===== config.mk =====
export PLATFORM = sky130hd
export DESIGN_NAME = seg7_scan_ctrl
export DESIGN_NICKNAME = d
export VERILOG_FILES = /design/src/rtl/seg7_scan_ctrl.sv
export SDC_FILE = /design/constraint.sdc
export NUM_CORES = 1
export LEC_CHECK = 0
export CAP_MARGIN = 20
export CORE_MARGIN = 3
export CORE_UTILIZATION = 30
export CTS_CLUSTER_SIZE = 12
export DETAILED_ROUTE_END_ITERATION = 6
export GPL_TIMING_DRIVEN = 0
export PLACE_DENSITY = 0.59
export SLEW_MARGIN = 20
export SYNTH_ARGS = -nofsm -noshare
export SYNTH_HDL_FRONTEND = slang
export SYNTH_SLANG_ARGS = --single-unit

===== constraint.sdc =====
create_clock -name clk -period 2.35 [get_ports clk]
set_input_delay 0.47 -clock clk [delete_from_list [all_inputs] [get_ports clk]]
set_output_delay 0.47 -clock clk [all_outputs]
set_load 0.01 [all_outputs]

===== src/rtl/seg7_scan_ctrl.sv =====
// Multiplexed 4-digit hex scan controller feeding the 7-segment decoder.
// Double-buffers the displayed value and optionally blanks leading zeros.
module seg7_scan_ctrl #(
  parameter int DIV = 4,
  parameter int PW  = 16
) (
  input  logic        clk,
  input  logic        rst,
  input  logic        load,
  input  logic [15:0] data_in,
  input  logic        blank_lz,
  output logic [3:0]  num,
  output logic [1:0]  numl_scan_select,
  output logic        digit_en,
  output logic        frame_done
);

  logic [PW-1:0] pre_reg;
  logic [1:0]    idx_reg;
  logic [15:0]   active_reg;
  logic [15:0]   pending_reg;
  logic          pend_v_reg;

  logic tick;
  logic wrap;

  assign tick = (pre_reg == PW'(DIV - 1));
  assign wrap = tick && (idx_reg == 2'd3);

  always_ff @(posedge clk) begin
    if (rst) begin
      pre_reg     <= '0;
      idx_reg     <= '0;
      active_reg  <= '0;
      pending_reg <= '0;
      pend_v_reg  <= 1'b0;
    end else begin
      if (tick) begin
        pre_reg <= '0;
        idx_reg <= idx_reg + 2'd1;
      end else begin
        pre_reg <= pre_reg + PW'(1);
      end

      // A load coinciding with the wrap still lets the old pending value through.
      if (wrap && pend_v_reg) begin
        active_reg <= pending_reg;
      end

      if (load) begin
        pending_reg <= data_in;
        pend_v_reg  <= 1'b1;
      end else if (wrap) begin
        pend_v_reg  <= 1'b0;
      end
    end
  end

  logic [3:0] nibbles [4];
  logic [3:0] upper_zero;

  // upper_zero[i]: every nibble at position i and above is zero.
  for (genvar gi = 0; gi < 4; gi++) begin : g_digit
    assign nibbles[gi]    = active_reg[4*gi+3 : 4*gi];
    assign upper_zero[gi] = (active_reg[15 : 4*gi] == '0);
  end

  assign num              = nibbles[idx_reg];
  assign numl_scan_select = idx_reg;
  assign digit_en         = !(blank_lz && (idx_reg != 2'd0) && upper_zero[idx_reg]);
  assign frame_done       = wrap;

endmodule

# Word level (Yosys, flattened, before mapping)
# Index checks and enable logic that the tools add are counted.
# Widths: inputs -> output; s select.
[classes] add_sub_neg=2 multipliers=0 div_mod_pow=0 magnitude_cmp=2 eq_ne=2 shifts=0 mux=7 bitwise=1 n_reduce_logical=12
[ops] operator="$add 16x1->16 const B" n=1
[ops] operator="$eq 16x2->1 const B" n=1
[ops] operator="$logic_not 16->1" n=1
[ops] operator="$logic_not 12->1" n=1
[ops] operator="$bmux 4 s2" n=1
[ops] operator="$logic_not 8->1" n=1
[ops] operator="$mux 4" n=2
[ops] operator="$logic_and 1x1->1" n=4
[ops] operator="$logic_not 4->1" n=1
[ops] operator="$reduce_bool 2->1" n=2
[ops] operator="$ge 3x3->1 const B" n=1
[ops] operator="$lt 2x3->1 const B" n=1
[ops] operator="$mux 1" n=3
[ops] operator="$not 2->3" n=1
[ops] operator="$add 2x1->2 const B" n=1
[ops] operator="$bmux 1 s2" n=1
[ops] operator="$eq 2x2->1 const B" n=1
[ops] operator="$reduce_or 2->1" n=1
[ops] operator="$logic_not 1->1" n=1
[totals] regBits=51 latchBits=0 ramBits=0 rom_bits=0 word_cells=31 memories=0

# Longest topological paths before layout
# Gate-level depths: netlist (run 1).
[logic_depth] depth_word=5 depth_mapped=7

# Least setup slack after synthesis (run 1)
# OpenSTA, ideal clock, no wires.
[synth_timing] path_kind="register to output" startpoint="register idx_reg[0] (netlist: numl_scan_select[0])" endpoint="output digit_en" t_arrival_ns=1.388 t_required_ns=1.880 path_slack_ns=0.492 path_stages_with_launch=6 cell_sequence="dfxtp_1 -> clkbuf_1 -> inv_1 -> ha_1 -> nand3b_1 -> a211o_1"
[synth_between] elab_chain_cells=4
[synth_lines] item="start: declaration" line_no="19" rtl="logic [1:0] idx_reg;"
[synth_lines] item="start signal: assignment" line_no="40" rtl="idx_reg <= idx_reg + 2'd1;"
[synth_lines] item="$bmux 1 s2 or $reduce_bool 2->1 (tied branches)" line_no="70" rtl="assign digit_en = !(blank_lz && (idx_reg != 2'd0) && upper_zero[idx_reg]);"
[synth_lines] item="$mux 1 (implied by the code) or $logic_and 1x1->1 (tied branches)" line_no="70"
[synth_lines] item="$logic_and 1x1->1 *" line_no="70"
[synth_lines] item="$logic_not 1->1 *" line_no="70"
[synth_lines] item="end: declaration" line_no="14" rtl="output logic digit_en,"
# Mark *: on every way between the ends. The rest lies on a longest branch, timed or not. The select of a mux whose other input is x is not followed.

# Final worst setup path (run 1)
# Ends and elaborated chain as after synthesis.

==> impl_metrics.yaml, run 1 <==
setup_path:
  cp-start-kind: "flop"
  arrival_ns: 1.75
  required_ns: 1.88
  critPathBufInv: 3
  worstSetupPathType: "flop to output port"
  reg2reg_slack_ns: 0.58
  cp_cell_sequence: "clkbuf_8 > inv_1 > ha_1 > nand3b_1 > a211o_1 > dlygate4sd2_1"
  r2r-end: "active_reg[14]$_SDFFE_PP0P_"
  max_stage_delay_ns: 0.35
  crit_start: "numl_scan_select[0]$_SDFFE_PP0P_"
  worst_r2r_startpoint: "pre_reg[1]$_SDFF_PP0_"
  cpLargestDelayFamily: "buffers and inverters"
  crit_slowest_cell: "dfxtp_2"
  cp-end-kind: "output port"
  ff2ff_path_depth: 7
  critical_path.max_fanout: 5
  path_depth: 6
power:
  ir_worst_vdd_uv: 312.2
  p_per_area_nw_per_um2: 550.8
  power_mw: 1.579
  p_leak_nw: 1.105
global_routing:
  grt_max_degree: 17
  grt_pass1_vias: 1679
  grt_usage_pct: 11.20
  grt_first_pass_wirelength_um: 7893
  antenna_found_initial: 0
  grt-ovfl-total: 0
layout:
  final_cell_mix: "dfxtp_1 (48), nor2_1 (35), mux2i_1 (33), nand2b_1 (33), clkdlybuf4s50_1 (20)"
  syn_to_final_growth_pct: 22.06
  final_common_cell: "dfxtp_1"
  num_antenna_cells: 0
  final_core_util_pct: 38.69
  final_cell_area_um2: 2867
  final_layout_size_suffix_gt1_share_pct: 10.45
  fin_cells: 367
  nets: 290
logic_synthesis:
  ys_ff_latch: 51
  synth-edff-count: 0
  synthFlopType: "dfxtp_1"
  synth_area_um2: 2349
  yosys_warnings: 0
  synth_cells: 234
  yosysTopAreaCellShare_pct: 43.47
  avgSynthCellArea_um2: 10.04
  ys_seq_area_share_pct: 43.47
  syn_nets: 257
  yosysTopAreaCell: "dfxtp_1"
  synthArstFlopShare_pct: 0
  synthTopCellsByArea: "dfxtp_1 (43%), mux2i_1 (14%), nand2b_1 (8.8%)"
  ys_types: 31
place:
  hpwl_um: 3317
  gp_congestion: 0.8310
  pre_cts_slack_ns: -0.1033
  io_buffers: 26
  place_inst: 359
  placed_cell_area_um2: 2733
sta:
  worst_pin_slew_ns: 0.5481
  finalSetupViolCount: 0
  timing.slew.headroom_pct: 63.46
  worst_slack_ns: 0.1307
  finalCritPeriodShare_pct: 94.44
  fin_crit_ns: 2.219
  slew_violations: 0
  clock_skew_ns: 0.01286
  fmax_mhz: 450.6
  rsz0062_at_grt: "false"
  hold_ws_ns: 0.4664
  hold_viol_final: 0
  setup-tns-final_ns: 0
routing:
  wirelength_um: 4533
  wl_per_cell_um: 12.35
  drt_pass1_iterations: 5
  drc: 0
  viasPerCell: 4.531
  drtIter0Drc: 28
  vias: 1663
  drtAntennaViolNets: 0
cts:
  root_buffer: "clkbuf_8"
  cts_buffer_depth: 2
  h-tree-depth: 2
  cts.sinks: 51
  numCtsBuffers: 5
  tritoncts: "yes"
  cts.reportedPaths.clkPinSlew_ns: 0.09
  clk-insertion-delay-late_ns: 0.31
floorplanning:
  boundaryPins: 28
  core-area_um2: 7408
  die-height_um: 94.48
  initial_utilization_pct: 31.70
  die-area_um2: 8926
  rows: 31
  die_w_um: 94.48
run_status:
  outcome: "completed"
flow_run:
  max_cap_viol_count: 0
min_path:
  hold_end: "pre_reg[0]$_SDFF_PP0_"
  worstHoldStart: "pre_reg[0]$_SDFF_PP0_"
  min_path_cells: 1
  min_path_type: "flop to flop"
-- cell families (layout without fill, tap and decap cells) --
family | after synthesis | after routing | share of synthesized area, %
and+or+nand+nor | 103 | 103 | 25.73
DFF | 51 | 51 | 43.47
muxes | 37 | 37 | 17.90
buffers and inverters | 20 | 54 | 4.475
xor gates and xnor gates | 15 | 15 | 5.594
AOI/OAI and AO/OA | 5 | 5 | 1.225
adders and majority gates | 3 | 3 | 1.598
-- synth_stat cells, types with 2 or more instances --
master / number
xor2_1: 9
nand2_1: 4
xnor2_1: 6
nor4_2: 2
buf_2: 2
nor2_1: 35
inv_1: 6
and4_1: 2
mux4_2: 4
nand3_1: 5
ha_1: 3
nor4_1: 8
clkbuf_1: 8
dfxtp_1: 51
mux2i_1: 33
a21oi_1: 2
o21ai_0: 2
nand4_1: 7
nand2b_1: 33
-- area by class of cell --
| type | count | area [um2] |
|---|---|---|
| plain buffers | 13 | 88.84 |
| flip-flops and latches | 51 | 1025 |
| multi-input cells | 163 | 1241 |
| repair buffers | 27 | 275.3 |
| clock inverters | 2 | 17.52 |
| clock buffers | 6 | 72.57 |
| fillers | 741 | 4542 |
| well taps | 99 | 123.9 |
| inverters | 6 | 22.52 |
-- layer usage --
layer	routed length [um]	GRT usage, %
met5	0	0
met4	28	3.005
met3	151	3.108
met2	2258	19.03
met1	2095	13.94
-- what timing repair did --
item,CTS,global route
setup endpoints to repair,6,5
buffers inserted,1,0
hold buffers,0,0
resized for setup,8,7
-- report_power, final --
part	switching [mW]	internal, mW	total (mW)
registers	0.0161	0.889	0.906
logic	0.0688	0.0887	0.158
clock network	0.301	0.215	0.516
-- worst reg2reg max path: cells and delay by family (launching register included) --
kind                       cells  cell delay [ns]
muxes                          1             0.18
adders and majority gates      1             0.20
buffers and inverters          2             0.37
and+or+nand+nor                3             0.58
DFF                            1             0.39
-- worst max path at each step --
| stage | endpoint | slack (ns) |
|---|---|---|
| after floorplan | digit_en | 0.49 |
| after global placement | frame_done | -0.13 |
| after detailed placement | frame_done | -0.10 |
| after CTS | num[3] | 0.007 |
| after global routing | digit_en | 0.01 |
| final | digit_en | 0.13 |
(Power assumes the default switching activity.)
==> run 2, diff against run 1 <==
- GPL_ROUTABILITY_DRIVEN: default -> 0
==> results of run 2 <==
The final DEF is identical to that of run 1; final timing and power are the same.
